==> config.mk <==
export PLATFORM = sky130hd
export DESIGN_NAME = pll_cfg_ctrl
export DESIGN_NICKNAME = d
export VERILOG_FILES = /design/src/rtl/pll_cfg_pkg.sv /design/src/rtl/pll_lock_sync.sv /design/src/rtl/pll_cfg_ctrl.sv
export SDC_FILE = /design/constraint.sdc
export NUM_CORES = 1
export LEC_CHECK = 0
export ABC_CLOCK_PERIOD_IN_PS = 2790
export BUFFER_PORTS_ARGS = -buffer_cell sky130_fd_sc_hd__buf_2
export CORE_MARGIN = 5
export CORE_UTILIZATION = 35
export DETAILED_ROUTE_END_ITERATION = 6
export GPL_TIMING_DRIVEN = 0
export PLACE_DENSITY_LB_ADDON = 0.25
export SLEW_MARGIN = 30
export SYNTH_ARGS = -nofsm -noshare
export SYNTH_HDL_FRONTEND = slang
export SYNTH_SLANG_ARGS = --single-unit
==> constraint.sdc <==
create_clock -name clk_i -period 2.79 [get_ports clk_i]
set_input_delay 0.279 -clock clk_i [delete_from_list [all_inputs] [get_ports clk_i]]
set_output_delay 0.279 -clock clk_i [all_outputs]
set_load 0.05 [all_outputs]
==> src/rtl/pll_cfg_pkg.sv <==
// -----------------------------------------------------------------------------
// pll_cfg_pkg
// Shared definitions for the PLL configuration controller:
//   - 3-bit FSM state encoding
//   - divider reset defaults driven while no configuration has been applied
//   - lock counter width
// -----------------------------------------------------------------------------
package pll_cfg_pkg;

    localparam int LOCK_CNT_W = 20;

    localparam logic [2:0] ST_BYPASS = 3'd0;
    localparam logic [2:0] ST_RESET  = 3'd1;
    localparam logic [2:0] ST_WAIT   = 3'd2;
    localparam logic [2:0] ST_LOCKED = 3'd3;
    localparam logic [2:0] ST_FAIL   = 3'd4;

    localparam logic [7:0]  REFDIV_RST   = 8'd1;
    localparam logic [11:0] FBDIV_RST    = 12'd1;
    localparam logic [3:0]  POSTDIV1_RST = 4'd1;
    localparam logic [1:0]  POSTDIV2_RST = 2'd0;

endpackage

==> src/rtl/pll_lock_sync.sv <==
// -----------------------------------------------------------------------------
// pll_lock_sync
// Two-flop synchronizer bringing the raw PLL lock into the clk_i domain.
// Ports:
//   clk_i   : destination clock
//   rst_n_i : asynchronous active-low reset, flops clear to 0
//   d_i     : asynchronous input
//   q_o     : synchronized output (two-cycle latency)
// -----------------------------------------------------------------------------
module pll_lock_sync (
    input  logic clk_i,
    input  logic rst_n_i,
    input  logic d_i,
    output logic q_o
);

    logic meta_r;
    logic sync_r;

    // Two-stage capture of the asynchronous lock level
    always_ff @(posedge clk_i or negedge rst_n_i) begin
        if (!rst_n_i) begin
            meta_r <= 1'b0;
            sync_r <= 1'b0;
        end else begin
            meta_r <= d_i;
            sync_r <= meta_r;
        end
    end

    assign q_o = sync_r;

endmodule

==> src/rtl/pll_cfg_ctrl.sv <==
// -----------------------------------------------------------------------------
// pll_cfg_ctrl
// Configuration and lock-sequencing controller placed in front of the PLL
// wrapper. A configuration is accepted over valid/ready, the PLL is held in
// reset for RST_HOLD_CYC cycles, then the controller waits for a synchronized
// lock before letting downstream muxing select the PLL clock. Lock timeout
// and lock loss raise a sticky error.
//
// Optional feature macro: PLL_CFG_TIMEOUT_EN
//   defined   : 20-bit saturating lock counter, WAIT->FAIL after LOCK_TIMEOUT
//   undefined : WAIT waits indefinitely; FAIL only via lock loss
//
// Ports:
//   clk_i, rst_n_i          : reference clock, async active-low reset
//   cfg_valid_i/cfg_ready_o : configuration handshake
//   cfg_*_i                 : requested dividers and bypass
//   pll_lock_i              : raw asynchronous PLL lock
//   refdiv_o .. postdiv2_o  : registered PLL dividers
//   bp_o, pll_rst_n_o       : PLL bypass and active-low reset
//   clk_sel_o               : 1 = PLL clock usable downstream
//   cfg_done_o              : one-cycle completion pulse
//   err_o                   : sticky timeout / lock-loss flag
//   state_o                 : current FSM state
// -----------------------------------------------------------------------------
module pll_cfg_ctrl
    import pll_cfg_pkg::*;
#(
    parameter int                    RST_HOLD_CYC = 16,
    parameter logic [LOCK_CNT_W-1:0] LOCK_TIMEOUT = 20'h3FFFF
) (
    input  logic        clk_i,
    input  logic        rst_n_i,
    input  logic        cfg_valid_i,
    output logic        cfg_ready_o,
    input  logic [7:0]  cfg_refdiv_i,
    input  logic [11:0] cfg_fbdiv_i,
    input  logic [3:0]  cfg_postdiv1_i,
    input  logic [1:0]  cfg_postdiv2_i,
    input  logic        cfg_bp_i,
    input  logic        pll_lock_i,
    output logic [7:0]  refdiv_o,
    output logic [11:0] fbdiv_o,
    output logic [3:0]  postdiv1_o,
    output logic [1:0]  postdiv2_o,
    output logic        bp_o,
    output logic        pll_rst_n_o,
    output logic        clk_sel_o,
    output logic        cfg_done_o,
    output logic        err_o,
    output logic [2:0]  state_o
);

    localparam int HOLD_W = (RST_HOLD_CYC > 1) ? $clog2(RST_HOLD_CYC) : 1;
    localparam logic [HOLD_W-1:0] HOLD_LAST = HOLD_W'(RST_HOLD_CYC - 1);

    logic [2:0]        state_r, state_s;
    logic [HOLD_W-1:0] hold_cnt_r;
    logic              lock_sync_s;
    logic              accept_s;
    logic              hold_done_s;
    logic              timeout_s;

    logic [7:0]  refdiv_r,   refdiv_s;
    logic [11:0] fbdiv_r,    fbdiv_s;
    logic [3:0]  postdiv1_r, postdiv1_s;
    logic [1:0]  postdiv2_r, postdiv2_s;
    logic        bp_r,       bp_s;
    logic        pll_rst_n_r, pll_rst_n_s;
    logic        clk_sel_r,  clk_sel_s;
    logic        done_r,     done_s;
    logic        err_r,      err_s;

    pll_lock_sync u_lock_sync (
        .clk_i   (clk_i),
        .rst_n_i (rst_n_i),
        .d_i     (pll_lock_i),
        .q_o     (lock_sync_s)
    );

    assign cfg_ready_o = (state_r == ST_BYPASS) || (state_r == ST_LOCKED) ||
                         (state_r == ST_FAIL);
    assign accept_s    = cfg_valid_i && cfg_ready_o;
    assign hold_done_s = (hold_cnt_r == HOLD_LAST);

    // PLL reset hold counter: restarts on every accept, advances in RESET
    always_ff @(posedge clk_i or negedge rst_n_i) begin
        if (!rst_n_i) begin
            hold_cnt_r <= '0;
        end else if (accept_s) begin
            hold_cnt_r <= '0;
        end else if ((state_r == ST_RESET) && !hold_done_s) begin
            hold_cnt_r <= hold_cnt_r + 1'b1;
        end else begin
            hold_cnt_r <= hold_cnt_r;
        end
    end

`ifdef PLL_CFG_TIMEOUT_EN
    logic [LOCK_CNT_W-1:0] lock_cnt_r;

    // Saturating lock-wait counter, zeroed on the edge entering WAIT
    always_ff @(posedge clk_i or negedge rst_n_i) begin
        if (!rst_n_i) begin
            lock_cnt_r <= '0;
        end else if ((state_r == ST_RESET) && (state_s == ST_WAIT)) begin
            lock_cnt_r <= '0;
        end else if ((state_r == ST_WAIT) && (lock_cnt_r != {LOCK_CNT_W{1'b1}})) begin
            lock_cnt_r <= lock_cnt_r + 1'b1;
        end else begin
            lock_cnt_r <= lock_cnt_r;
        end
    end

    assign timeout_s = (state_r == ST_WAIT) && (lock_cnt_r == LOCK_TIMEOUT);
`else
    logic [LOCK_CNT_W-1:0] unused_timeout_s;

    assign unused_timeout_s = LOCK_TIMEOUT;
    assign timeout_s        = 1'b0;
`endif

    // State register
    always_ff @(posedge clk_i or negedge rst_n_i) begin
        if (!rst_n_i) begin
            state_r <= ST_BYPASS;
        end else begin
            state_r <= state_s;
        end
    end

    // Next-state logic; accept has priority, lock beats a coincident timeout
    always_comb begin
        state_s = state_r;
        if (accept_s) begin
            state_s = cfg_bp_i ? ST_BYPASS : ST_RESET;
        end else begin
            case (state_r)
                ST_BYPASS: state_s = ST_BYPASS;
                ST_RESET: begin
                    if (hold_done_s) begin
                        state_s = ST_WAIT;
                    end else begin
                        state_s = ST_RESET;
                    end
                end
                ST_WAIT: begin
                    if (lock_sync_s) begin
                        state_s = ST_LOCKED;
                    end else if (timeout_s) begin
                        state_s = ST_FAIL;
                    end else begin
                        state_s = ST_WAIT;
                    end
                end
                ST_LOCKED: begin
                    if (!lock_sync_s) begin
                        state_s = ST_FAIL;
                    end else begin
                        state_s = ST_LOCKED;
                    end
                end
                ST_FAIL: state_s = ST_FAIL;
                // Unused encodings park in FAIL, which is ready for a new config
                default: state_s = ST_FAIL;
            endcase
        end
    end

    // Next output values, derived from the transition being taken
    always_comb begin
        refdiv_s    = refdiv_r;
        fbdiv_s     = fbdiv_r;
        postdiv1_s  = postdiv1_r;
        postdiv2_s  = postdiv2_r;
        bp_s        = bp_r;
        pll_rst_n_s = pll_rst_n_r;
        clk_sel_s   = clk_sel_r;
        done_s      = 1'b0;
        err_s       = err_r;
        if (accept_s) begin
            refdiv_s    = cfg_refdiv_i;
            fbdiv_s     = cfg_fbdiv_i;
            postdiv1_s  = cfg_postdiv1_i;
            postdiv2_s  = cfg_postdiv2_i;
            bp_s        = cfg_bp_i;
            pll_rst_n_s = 1'b0;
            clk_sel_s   = 1'b0;
            err_s       = 1'b0;
            done_s      = cfg_bp_i;
        end else if ((state_s == ST_FAIL) && (state_r != ST_FAIL)) begin
            bp_s        = 1'b1;
            pll_rst_n_s = 1'b0;
            clk_sel_s   = 1'b0;
            err_s       = 1'b1;
        end else if ((state_r == ST_RESET) && (state_s == ST_WAIT)) begin
            pll_rst_n_s = 1'b1;
        end else if ((state_r == ST_WAIT) && (state_s == ST_LOCKED)) begin
            clk_sel_s   = 1'b1;
            done_s      = 1'b1;
        end else begin
            done_s      = 1'b0;
        end
    end

    // Output registers; reset keeps the PLL bypassed and in reset
    always_ff @(posedge clk_i or negedge rst_n_i) begin
        if (!rst_n_i) begin
            refdiv_r    <= REFDIV_RST;
            fbdiv_r     <= FBDIV_RST;
            postdiv1_r  <= POSTDIV1_RST;
            postdiv2_r  <= POSTDIV2_RST;
            bp_r        <= 1'b1;
            pll_rst_n_r <= 1'b0;
            clk_sel_r   <= 1'b0;
            done_r      <= 1'b0;
            err_r       <= 1'b0;
        end else begin
            refdiv_r    <= refdiv_s;
            fbdiv_r     <= fbdiv_s;
            postdiv1_r  <= postdiv1_s;
            postdiv2_r  <= postdiv2_s;
            bp_r        <= bp_s;
            pll_rst_n_r <= pll_rst_n_s;
            clk_sel_r   <= clk_sel_s;
            done_r      <= done_s;
            err_r       <= err_s;
        end
    end

    assign refdiv_o    = refdiv_r;
    assign fbdiv_o     = fbdiv_r;
    assign postdiv1_o  = postdiv1_r;
    assign postdiv2_o  = postdiv2_r;
    assign bp_o        = bp_r;
    assign pll_rst_n_o = pll_rst_n_r;
    assign clk_sel_o   = clk_sel_r;
    assign cfg_done_o  = done_r;
    assign err_o       = err_r;
    assign state_o     = state_r;

endmodule

==> Implementation_results.wiki, run 1 <==
{| class="wikitable"
! Metric !! Value
|-
| Final routed wirelength across all metal layers || 3550 um
|-
| First-pass iteration count of the detailed router || 4
|-
| Crit path arrival time || about 1.9 ns
|-
| Final hold violation count || 0
|-
| Routed wire length per instance || 13.0 um
|-
| Pin count of the biggest net entering global routing || 41
|-
| GRT overflow || 0
|-
| DRC || 0
|-
| Most repeated library cell on the critical path || buf_6
|-
| Distinct cell type count of the synthesized netlist || 32
|-
| Skew final || 0.00489 ns
|-
| Number of buffer and inverter stages on the critical path || 2
|-
| Number of global-route vias before repair || 1169
|-
| Fill cell count || around 480
|-
| Number of nets in the final layout || about 230
|-
| Simple logic cell fraction of the synthesized area || around 8.3%
|-
| Worst hold slack || ~0.094 ns
|-
| Sequential share of the synthesized area || 56.3%
|-
| Mux share of post-synthesis cell area || 22.0%
|-
| Crit path max-delay family || flip-flops
|-
| Floorplan die area || around 6600 um2
|-
| Clock slew seen by the registers of the worst setup and hold paths || 0.08 ns
|-
| Post-CTS setup buffers || 0
|-
| Synthesis Warnings || 0
|-
| Final setup violating endpoints || 0
|-
| Xor/xnor share of the synthesized area || less than 1%
|-
| Netlist area before placement || 1790 um2
|-
| Number of sinks driven by the clock tree || 40
|-
| Skew-Pair Late Insertion Delay || approximately 0.29 ns
|-
| Average footprint of a synthesized cell || between 10 and 15 um2
|-
| Clock buffer depth || 2
|-
| Number of enable flip-flop cells after synthesis || 0
|-
| PD cells || about 1300 nW/um2
|-
| Worst-margin pin slew || between 0.7 and 0.8 ns
|-
| Final cycle utilization of the critical path || 62.1%
|-
| Synthesized netlist net count || 161
|-
| Largest voltage drop on the vdd net || 0.595 mV
|-
| Vias per std cell || about 4.5
|-
| Number of DRC violations after detailed-routing iteration 0 || 18
|-
| Total CTS buffers || 5
|-
| Run status || finished clean
|-
| Biggest fanout along the worst timing path || 10
|-
| Number of flip-flops and latches in the synthesized netlist || 40
|-
| Port bufs || 65
|-
| Vias || ~1200
|-
| ANT cells || 0
|-
| Number of nets still failing antenna checks after routing || 0
|-
| CP Class || reg -> reg
|-
| Footprint of the flip-flops and latches || 1010 um2
|-
| Layout cell share with drive strength beyond 1 || about 55%
|-
| Count of standard-cell rows || 26
|-
| Largest cells by area after synthesis || dfrtp_1 50%, mux2_4 20%, dfstp_2 5.9%
|-
| Delay of the slowest critical-path stage || around 0.48 ns
|-
| Complex-gate fraction of the synthesized area || under 10%
|-
| Type of the worst min-delay path || in -> reg
|-
| Starting density of the core || 35.4%
|-
| Cells after Synth || around 130
|-
| Horizontal die dimension || 81.5 um
|-
| Share of synthesized registers carrying an async set or reset || 100%
|-
| Multi-input logic area || around 690 um2
|-
| Synth Area in Adders || less than 1%
|-
| Total Neg Setup Slack || 0 ns
|-
| Floorplan die height || just over 80 um
|-
| Critical Path End Type || flop
|-
| Clock Root Buffer || clkbuf_8
|-
| Synthesis-to-layout area growth || 30.0%
|-
| Max frequency || approximately 0.58 GHz
|-
| Number of top-level pins || 66
|-
| Worst path cell trace || nor2b_2 > a21o_1 > and2_4 > buf_6 > buf_6 > mux2_4
|-
| Antenna violations before repair || 0
|-
| Post-layout total power || 3.13 mW
|-
| Cell taking the most area after synthesis || dfrtp_1
|-
| RSZ-0062 raised after global routing || no
|-
| Half-perimeter wire length after placement || about 2600 um
|-
| Leakage power figure || 1.18 nW
|-
| Top flip-flop cell by instance count after synthesis || dfrtp_1
|-
| Remaining max-slew budget at the tightest pin || 51.5%
|-
| Crit path time final || around 1.7 ns
|-
| Global-route wire length before repair || 5530 um
|-
| Final Slew Violations || 0
|-
| TritonCTS clock tree || built
|-
| Slowest cell on crit path || dfrtp_1
|-
| Post-cts repair resize count || 0
|-
| Placer's final routability congestion estimate || 0.760
|-
| Area share of the largest cell type after synthesis || 50.4%
|-
| Req. time, crit path || about 3.0 ns
|-
| Placeable core region || between 5000 and 6000 um2
|-
| Global Route Usage Sum || about 11%
|-
| Max cap viols || 0
|-
| Type of origin of the critical path || flop
|-
| Combinational family with the most area after synthesis || multiplexers
|-
| Number of levels in the clock H-tree || 2
|}
[cells in the mapped netlist, types with 2 or more instances]
library cell and instances:
nor2b_1 4, dfrtp_1 36, nor2_1 6, and3_1 2, nand3_1 4, inv_1 5, mux2_2 2, o21ai_0 9
nand2_1 5, nor3_1 2, mux2_4 24, buf_12 2, dfstp_2 4, buf_6 2, a21oi_1 5
[worst register-to-register path: stages, from the launching register on]
cell and delay (ns):
dfrtp_1 0.48, nor2b_2 0.23, a21o_1 0.17, and2_4 0.14
buf_6 0.13, buf_6 0.16, mux2_4 0.31
[through the flow]
stage / util (%) / instances / setup slack (ns) / instance area (um2)
4_1_cts: 45.8 / 272 / 1.04 / 2310
2_1_floorplan: - / 129 / 0.567 / 1790
6_report: 46.1 / 273 / 1.06 / 2320
5_1_grt: 46.1 / 273 / 0.758 / 2320
3_3_place_gp: 43.6 / 264 / 1.03 / 2200
3_5_place_dp: 43.6 / 264 / 1.05 / 2200
[layer usage]
layer / vias up / GRT usage, % / wire [um]
met4: 0 / 5.07 / 66
li1: 597 / - / -
met5: - / 0 / 0
met1: 588 / 13.8 / 1600
met3: 6 / 4.50 / 301
met2: 40 / 17.3 / 1590
[worst paths after layout]
path / endpoint / cells after the start / startpoint / slack [ns]
setup / recovery: fbdiv_o[2]$_DFFE_PN0P_ / 6 / state_o[2]$_DFF_PN0_ / 1.06
hold / removal: u_lock_sync.meta_r$_DFF_PN0_ / 1 / pll_lock_i / 0.09
setup reg to reg: fbdiv_o[2]$_DFFE_PN0P_ / 6 / state_o[2]$_DFF_PN0_ / 1.06
hold reg to reg: u_lock_sync.q_o$_DFF_PN0_ / 0 / u_lock_sync.meta_r$_DFF_PN0_ / 0.36
max in group asynchronous: refdiv_o[0]$_DFFE_PN1P_ / 2 / rst_n_i / 1.92
min in group asynchronous: u_lock_sync.meta_r$_DFF_PN0_ / 2 / rst_n_i / 0.51
[layout by cell type, fill, tap and decap left out, drive strengths merged, types with 2 or more instances in the layout]
cell type / instances
inv: 5
o21ai: 9
nand3: 4
clkbuf: 6
nor2: 6
dfstp: 4
a21oi: 5
and3: 2
dfrtp: 36
nor3: 2
buf: 70
nand2: 5
nor2b: 5
mux2: 26
[sequential cells by signal, indices dropped and copies added, names as in the netlist, 2 cells and up]
signal / flops
fbdiv_o: 12
hold_cnt_r: 4
postdiv1_o: 4
postdiv2_o: 2
refdiv_o: 8
state_o: 3
[cells by family after synthesis]
kind of cell    after synthesis
compound gates               21
mux                          27
xor+xnor                      1
flops                        40
buf+inv                      11
simple gates                 28
fa+ha+maj                     1
[cell type report]
class                           count  share of cell area, %
Buffer                              6                   3.07
Clock buffer                        5                   2.96
Clock inverter                      3                   1.83
Inverter                            5                  0.808
Multi-Input combinational cell     78                   29.7
Sequential cell                    40                   43.3
Tap cell                           70                   3.77
Timing Repair Buffer               66                   14.5
[where the power goes]
group	internal, mW	total [mW]	switching [mW]
sequential	0.835	0.970	0.135
combinational	0.566	1.70	1.13
clock	0.264	0.462	0.197
[what timing repair did]
item / in CTS / in global routing
hold endpoints to repair: 0 / 26
hold buffers: 0 / 1
setup endpoints to repair: 0 / 0
No activity file was read; power rests on OpenSTA's default activity.
==> run 2, diff against run 1 <==
--- a/config.mk
+++ b/config.mk
@@ -5,7 +5,7 @@
 export SDC_FILE = /design/constraint.sdc
 export NUM_CORES = 1
 export LEC_CHECK = 0
-export ABC_CLOCK_PERIOD_IN_PS = 2790
+export ABC_CLOCK_PERIOD_IN_PS = 1800
 export BUFFER_PORTS_ARGS = -buffer_cell sky130_fd_sc_hd__buf_2
 export CORE_MARGIN = 5
 export CORE_UTILIZATION = 35
==> constraint.sdc (replaced) <==
create_clock -name clk_i -period 1.8 [get_ports clk_i]
set_input_delay 0.18 -clock clk_i [delete_from_list [all_inputs] [get_ports clk_i]]
set_output_delay 0.18 -clock clk_i [all_outputs]
set_load 0.05 [all_outputs]
==> Implementation_results.wiki, run 2 (same netlist as run 1, synthesis figures left out) <==
{| class="wikitable"
! Metric !! Value
|-
| Run status || finished clean (unchanged)
|-
| Type of the worst min-delay path || in -> reg (unchanged)
|-
| Skew-Pair Late Insertion Delay || 0.28 ns (was 0.29 ns)
|-
| Switching Power || 2.25 mW (was 1.46 mW)
|-
| Final routed wirelength across all metal layers || 3620 um (was 3550 um)
|-
| Starting density of the core || 35.4% (unchanged)
|-
| Finished Core Util || 46.1% (about the same)
|-
| Leakage power figure || 1.17 nW (was 1.18 nW)
|-
| Max cap viols || 0 (unchanged)
|-
| Final hold violation count || 0 (unchanged)
|-
| Pin count of the biggest net entering global routing || 41 (unchanged)
|-
| Share of power burned in combinational logic || 56.3% (was 54.2%)
|-
| Placer's final routability congestion estimate || 0.759 (was 0.760)
|-
| Min-Delay Startpoint || cfg_refdiv_i[7] (was pll_lock_i)
|-
| Final cycle utilization of the critical path || 90.9% (was 62.1%)
|-
| Number of sinks driven by the clock tree || 40 (unchanged)
|-
| Clock buffer depth || 2 (unchanged)
|-
| Antenna violations before repair || 0 (unchanged)
|-
| Number of nets in the final layout || 235 (was 234)
|-
| Non-filler cells, final || 274 (was 273)
|-
| Number of levels in the clock H-tree || 2 (unchanged)
|-
| Floorplan die area || 6630 um2 (unchanged)
|-
| Number of DRC violations after detailed-routing iteration 0 || 36 (was 18)
|-
| CP Class || reg -> reg (unchanged)
|-
| Global-route wire length before repair || 5660 um (was 5530 um)
|-
| Critical Path End Type || flop (unchanged)
|-
| Post-layout total power || 4.71 mW (was 3.13 mW)
|-
| Synthesis-to-layout area growth || 30.1% (was 30.0%)
|-
| PD cells || 2030 nW/um2 (was 1350 nW/um2)
|-
| Clock Root Buffer || clkbuf_8 (unchanged)
|-
| Req. time, crit path || 1.97 ns (was 2.97 ns)
|-
| Share of total power consumed by net switching || 47.8% (was 46.8%)
|-
| Hold endpoint || refdiv_o[7]$_DFFE_PN0P_ (was u_lock_sync.meta_r$_DFF_PN0_)
|-
| FF-to-FF End || fbdiv_o[3]$_DFFE_PN0P_ (was fbdiv_o[2]$_DFFE_PN0P_)
|-
| Port bufs || 65 (unchanged)
|-
| Number of global-route vias before repair || 1182 (was 1169)
|-
| Global Route Usage Sum || 11.1% (was 11.2%)
|-
| Biggest fanout along the worst timing path || 10 (unchanged)
|-
| Final Slew Violations || 0 (unchanged)
|-
| Count of standard-cell rows || 26 (unchanged)
|-
| Crit path time final || 1.64 ns (was 1.73 ns)
|-
| Fill cell count || 494 (was 477)
|-
| Largest voltage drop on the vdd net || 0.908 mV (was 0.595 mV)
|-
| GRT overflow || 0 (unchanged)
|-
| Half-perimeter wire length after placement || 2640 um (was 2570 um)
|-
| TritonCTS clock tree || built (unchanged)
|-
| Total Neg Setup Slack || 0 ns (unchanged)
|-
| Cell count after placement || 264 (unchanged)
|-
| Type of origin of the critical path || flop (unchanged)
|-
| Cell count of the worst reg-to-reg path || 6 (unchanged)
|-
| Floorplan die height || 81.5 um (unchanged)
|-
| Final standard cell area without fillers || 2320 um2 (about the same)
|-
| Worst hold slack || 0.122 ns (was 0.0942 ns)
|-
| Post-CTS setup buffers || 0 (unchanged)
|-
| ANT cells || 0 (unchanged)
|-
| Max frequency || 0.611 GHz (was 0.577 GHz)
|-
| Crit path arrival time || 1.80 ns (was 1.91 ns)
|-
| First-pass iteration count of the detailed router || 4 (unchanged)
|-
| Share of total power in sequential cells || 32.0% (was 31.0%)
|-
| Total CTS buffers || 5 (unchanged)
|-
| Smallest setup slack after layout || 0.164 ns (was 1.06 ns)
|-
| Cell-internal power || 2.46 mW (was 1.66 mW)
|-
| Clock slew seen by the registers of the worst setup and hold paths || 0.07 ns (was 0.08 ns)
|-
| Clock network fraction of total power || 11.7% (was 14.8%)
|-
| Placeable core region || 5040 um2 (unchanged)
|-
| Layout cell share with drive strength beyond 1 || 55.9% (was 54.7%)
|-
| Highest-count cells in the layout ignoring fill and taps || 65 x buf_2, 33 x dfrtp_1, 24 x mux2_4, 9 x o21ai_0, 6 x nor2_1 (was 65 x buf_2, 36 x dfrtp_1, 24 x mux2_4, 9 x o21ai_0, 6 x nor2_1)
|-
| Number of top-level pins || 66 (unchanged)
|-
| DRC || 0 (unchanged)
|-
| RSZ-0062 raised after global routing || no (unchanged)
|-
| Largest register FFs || 12 (unchanged)
|-
| Routed wire length per instance || 13.2 um (was 13.0 um)
|-
| Pre-CTS setup slack || 0.0639 ns (was 1.05 ns)
|-
| Remaining max-slew budget at the tightest pin || 66.9% (was 51.5%)
|-
| Placed inst area || 2220 um2 (was 2200 um2)
|-
| Final setup violating endpoints || 0 (unchanged)
|-
| Worst-margin pin slew || 0.497 ns (was 0.727 ns)
|-
| Leading cell type in the layout, fill and taps excluded || buf_2 (unchanged)
|-
| Cell depth of the worst hold path || 2 (was 1)
|-
| Worst reg2reg setup slack || 0.16 ns (was 1.06 ns)
|-
| Horizontal die dimension || 81.5 um (unchanged)
|-
| Vias per std cell || 4.46 (was 4.51)
|-
| Number of nets still failing antenna checks after routing || 0 (unchanged)
|-
| Source of the worst register-to-register timing path || state_o[2]$_DFF_PN0_ (unchanged)
|-
| Skew final || 0.00758 ns (was 0.00489 ns)
|-
| Vias || 1222 (was 1231)
|}
[run 2: cell types whose count changed in the layout (fill, tap and decap cells not counted), sizes merged]
| cell | previous run | this run |
|---|---|---|
| clkbuf | 6 | 8 |
| bufinv | 1 | 0 |
| dlygate4sd3 | 1 | 2 |
| clkinvlp | 1 | 0 |
[run 2: worst max-delay path by stage]
| stage | start | depth (start not counted) | to | slack [ns] |
|---|---|---|---|---|
| after global placement | state_o[1]$_DFF_PN0_ | 4 | hold_cnt_r[3]$_DFFE_PN0P_ | 0.03 |
| after global routing | state_o[2]$_DFF_PN0_ | 6 | fbdiv_o[3]$_DFFE_PN0P_ | 0.09 |
| after floorplan | state_o[1]$_DFF_PN0_ | 6 | fbdiv_o[1]$_DFFE_PN0P_ | 0.004 |
| after CTS | state_o[1]$_DFF_PN0_ | 5 | hold_cnt_r[3]$_DFFE_PN0P_ | 0.02 |
| final | state_o[2]$_DFF_PN0_ | 6 | fbdiv_o[3]$_DFFE_PN0P_ | 0.16 |
| after detailed placement | state_o[1]$_DFF_PN0_ | 5 | hold_cnt_r[3]$_DFFE_PN0P_ | 0.06 |
[run 2: layer usage]
layer	up-vias	part of all wire [%]	track usage [%]
met3	4	9.6	4.50
met5	-	0	0
met2	47	44	17.3
li1	596	-	-
met4	0	0.55	3.04
met1	575	46	14.3
[run 2: critical path: stages, from the launching register on]
cell	delay (ns)
dfrtp_2	0.48
nor2b_4	0.18
a21o_4	0.14
and2_4	0.13
buf_6	0.12
buf_6	0.16
mux2_4	0.30
[run 2: cell type report]
class | count | area [um2] | area share (%)
Tap cell | 70 | 87.6 | 3.77
Clock buffer | 7 | 76.3 | 3.28
Buffer | 6 | 71.3 | 3.07
Timing Repair Buffer | 67 | 348 | 15.0
Sequential cell | 40 | 1010 | 43.4
Inverter | 5 | 18.8 | 0.807
Clock inverter | 1 | 5.00 | 0.215
Multi-Input combinational cell | 78 | 708 | 30.5
[run 2: timing repair]
action                                  CTS  global route
gates resized for setup                   0             1
hold buffers                              1             1
hold endpoints to repair                  1            36
endpoints found under the setup margin    0             3
[run 2: power by group through the flow]
stage          logic, mW  clock network (mW)  registers (mW)
2_1_floorplan      0.916                   0            2.72
3_3_place_gp        2.66                   0            1.51
3_5_place_dp        2.68                   0            1.51
4_1_cts             2.68               0.595            1.51
5_1_grt             2.78               0.624            1.57
6_report            2.65               0.551            1.51
==> run 3, diff against run 2 <==
--- a/config.mk
+++ b/config.mk
@@ -15,4 +15,5 @@
 export SLEW_MARGIN = 30
 export SYNTH_ARGS = -nofsm -noshare
 export SYNTH_HDL_FRONTEND = slang
+export SYNTH_HIERARCHICAL = 1
 export SYNTH_SLANG_ARGS = --single-unit
==> Implementation_results.wiki, run 3 <==
{| class="wikitable"
! Metric !! Value
|-
| Placeable core region || 4410 um2 (was 5040 um2)
|-
| Placer's final routability congestion estimate || 0.757 (was 0.759)
|-
| Routed wire length per instance || 12.3 um (was 13.2 um)
|-
| Number of nets still failing antenna checks after routing || 0 (unchanged)
|-
| Skew-Pair Late Insertion Delay || 0.29 ns (was 0.28 ns)
|-
| Number of global-route vias before repair || 1341 (was 1182)
|-
| Sequential share of the synthesized area || 62.0% (was 56.3%)
|-
| Top flip-flop cell by instance count after synthesis || dfrtp_1 (unchanged)
|-
| Area share of the largest cell type after synthesis || 55.5% (was 50.4%)
|-
| Horizontal die dimension || 78.1 um (was 81.5 um)
|-
| Half-perimeter wire length after placement || 2690 um (was 2640 um)
|-
| Floorplan die height || 78.1 um (was 81.5 um)
|-
| Clock slew seen by the registers of the worst setup and hold paths || 0.08 ns (was 0.07 ns)
|-
| Crit path arrival time || 1.47 ns (was 1.80 ns)
|-
| Total CTS buffers || 5 (unchanged)
|-
| Average footprint of a synthesized cell || 9.38 um2 (was 13.9 um2)
|-
| Slowest cell on crit path || dfrtp_1 (was dfrtp_2)
|-
| Number of DRC violations after detailed-routing iteration 0 || 76 (was 36)
|-
| Final routed wirelength across all metal layers || 3700 um (was 3620 um)
|-
| Synth cell count leaders || 84 x nand2_1, 36 x dfrtp_1 (was 36 x dfrtp_1, 24 x mux2_4, 9 x o21ai_0)
|-
| Antenna violations before repair || 0 (unchanged)
|-
| Number of enable flip-flop cells after synthesis || 0 (unchanged)
|-
| First-pass iteration count of the detailed router || 4 (unchanged)
|-
| Leakage power figure || 1.23 nW (was 1.17 nW)
|-
| Global-route wire length before repair || 6210 um (was 5660 um)
|-
| DRC || 0 (unchanged)
|-
| PD cells || 2030 nW/um2 (about the same)
|-
| Floorplan die area || 6100 um2 (was 6630 um2)
|-
| Post-layout total power || 4.35 mW (was 4.71 mW)
|-
| RSZ-0062 raised after global routing || no (unchanged)
|-
| Layout cell share with drive strength beyond 1 || 34.3% (was 55.9%)
|-
| Biggest fanout along the worst timing path || 10 (unchanged)
|-
| ANT cells || 0 (unchanged)
|-
| Global Route Usage Sum || 12.6% (was 11.1%)
|-
| Final setup violating endpoints || 0 (unchanged)
|-
| TritonCTS clock tree || built (unchanged)
|-
| Max cap viols || 0 (unchanged)
|-
| Total Neg Setup Slack || 0 ns (unchanged)
|-
| Vias || 1380 (was 1222)
|-
| Remaining max-slew budget at the tightest pin || 66.3% (was 66.9%)
|-
| Clock Root Buffer || clkbuf_8 (unchanged)
|-
| Leading cell type in the layout, fill and taps excluded || nand2_1 (was buf_2)
|-
| Pre-CTS setup slack || 0.259 ns (was 0.0639 ns)
|-
| Delay of the slowest critical-path stage || 0.47 ns (was 0.48 ns)
|-
| Smallest setup slack after layout || 0.150 ns (was 0.164 ns)
|-
| Cell taking the most area after synthesis || dfrtp_1 (unchanged)
|-
| Port bufs || 65 (unchanged)
|-
| Share of synthesized registers carrying an async set or reset || 100% (unchanged)
|-
| Req. time, crit path || 1.62 ns (was 1.97 ns)
|-
| Critical Path End Type || output port (was flop)
|-
| Final Slew Violations || 0 (unchanged)
|-
| Number of levels in the clock H-tree || 2 (unchanged)
|-
| Run status || finished clean (unchanged)
|-
| Number of nets in the final layout || 279 (was 235)
|-
| Crit path time final || 1.65 ns (was 1.64 ns)
|-
| Skew final || 0.00706 ns (was 0.00758 ns)
|-
| Count of standard-cell rows || 24 (was 26)
|-
| Distinct cell type count of the synthesized netlist || 30 (was 32)
|-
| Type of origin of the critical path || flop (unchanged)
|-
| Final hold violation count || 0 (unchanged)
|-
| Number of flip-flops and latches in the synthesized netlist || 40 (unchanged)
|-
| Worst path cell trace || and3b_1 > or2_2 > buf_2 (was nor2b_4 > a21o_4 > and2_4 > buf_6 > buf_6 > mux2_4)
|-
| Synthesis-to-layout area growth || 32.1% (was 30.1%)
|-
| Max frequency || 0.606 GHz (was 0.611 GHz)
|-
| Netlist area before placement || 1620 um2 (was 1790 um2)
|-
| Starting density of the core || 36.8% (was 35.4%)
|-
| GRT overflow || 0 (unchanged)
|-
| Largest voltage drop on the vdd net || 1.25 mV (was 0.908 mV)
|-
| Pin count of the biggest net entering global routing || 41 (unchanged)
|-
| Synthesized netlist net count || 205 (was 161)
|-
| Largest register FFs || 12 (unchanged)
|-
| Clock buffer depth || 2 (unchanged)
|-
| Number of sinks driven by the clock tree || 40 (unchanged)
|-
| CP Class || reg -> out (was reg -> reg)
|-
| Synthesis Warnings || 6 (was 0)
|-
| Worst-margin pin slew || 0.506 ns (was 0.497 ns)
|-
| Cells after Synth || 173 (was 129)
|-
| Number of top-level pins || 66 (unchanged)
|-
| Most numerous cell in the Yosys netlist || nand2_1 (was dfrtp_1)
|-
| Vias per std cell || 4.60 (was 4.46)
|-
| Largest cells by area after synthesis || dfrtp_1 56%, nand2_1 19%, dfstp_2 6.5% (was dfrtp_1 50%, mux2_4 20%, dfstp_2 5.9%)
|-
| Final cycle utilization of the critical path || 91.7% (was 90.9%)
|-
| Highest-count cells in the layout ignoring fill and taps || 84 x nand2_1, 69 x buf_2, 36 x dfrtp_1 (was 65 x buf_2, 33 x dfrtp_1, 24 x mux2_4, 9 x o21ai_0, 6 x nor2_1)
|-
| Post-CTS setup buffers || 0 (unchanged)
|-
| Type of the worst min-delay path || in -> reg (unchanged)
|}
==> run 3: layout make-up <==
cell class | count | area [um2]
timing repair buffer | 67 | 348
sequential | 40 | 1010
inverter | 5 | 18.8
tap | 52 | 65.1
multi-input combinational | 122 | 566
fill | 447 | 2270
clock buffer | 6 | 72.6
clock inverter | 2 | 35.0
buffer | 6 | 32.5
==> run 3: per-stage QoR <==
step / util [%] / cell area, um2 / cells / hold slack (ns)
after CTS: 48.3 / 2130 / 299 / 0.0459
after detailed placement: 45.6 / 2010 / 290 / 0.291
after floorplan: - / 1620 / 173 / -0.116
after global routing: 48.6 / 2140 / 300 / 0.0700
final: 48.6 / 2140 / 300 / 0.0756
after global placement: 45.6 / 2010 / 290 / 0.291
==> run 3: path summary, 6_finish.rpt <==
path,startpoint,endpoint,slack (ns),cells after the start
min in group asynchronous,rst_n_i,fbdiv_o[2]$_DFFE_PN0P_,0.40,2
max in group asynchronous,rst_n_i,refdiv_o[0]$_DFFE_PN1P_,1.02,2
hold reg to reg,u_lock_sync/meta_r$_DFF_PN0_,u_lock_sync/q_o$_DFF_PN0_,0.35,0
setup reg to reg,state_o[0]$_DFF_PN0_,state_o[0]$_DFF_PN0_,0.28,5
hold / removal,cfg_fbdiv_i[0],fbdiv_o[0]$_DFFE_PN1P_,0.08,3
setup / recovery,state_o[0]$_DFF_PN0_,cfg_ready_o,0.15,3
==> run 3: per-layer routing <==
| layer | GRT usage [%] | share of wire [%] | vias to the layer above |
|---|---|---|---|
| li1 | - | - | 702 |
| met4 | 5.07 | 1.5 | 0 |
| met1 | 15.0 | 42 | 637 |
| met3 | 3.89 | 6.7 | 4 |
| met2 | 21.3 | 49 | 37 |
| met5 | 0 | 0 | - |
==> run 3: logic make-up (layout without fill, tap and decap cells) <==
group | Yosys count | after routing | share of synthesized area, %
AO/OA/AOI/OAI | 18 | 18 | 7.17
adder cells (fa/ha/maj) | 1 | 1 | 0.771
buffers and inverters | 11 | 86 | 3.16
AND/OR/NAND/NOR | 101 | 101 | 25.8
XOR/XNOR | 2 | 2 | 1.08
flip-flops | 40 | 40 | 62.0
==> run 3: report_power, final <==
| part | total, mW | internal [mW] | leakage [nW] | switching [mW] |
|---|---|---|---|---|
| Clock | 0.702 | 0.411 | 0.0552 | 0.291 |
| Sequential | 1.48 | 1.28 | 0.496 | 0.200 |
| Combinational | 2.18 | 0.502 | 0.674 | 1.68 |
| Total | 4.35 | 2.19 | 1.23 | 2.17 |
==> run 3: worst max-delay path, delay by kind of cell (launching register included) <==
family,cells,cell delay [ns]
buffers and inverters,1,0.21
flip-flops,1,0.47
AND/OR/NAND/NOR,2,0.50
==> run 3: timing repair <==
item	CTS	global route
hold buffers	1	1
hold endpoints to repair	1	36
resized for setup	0	0
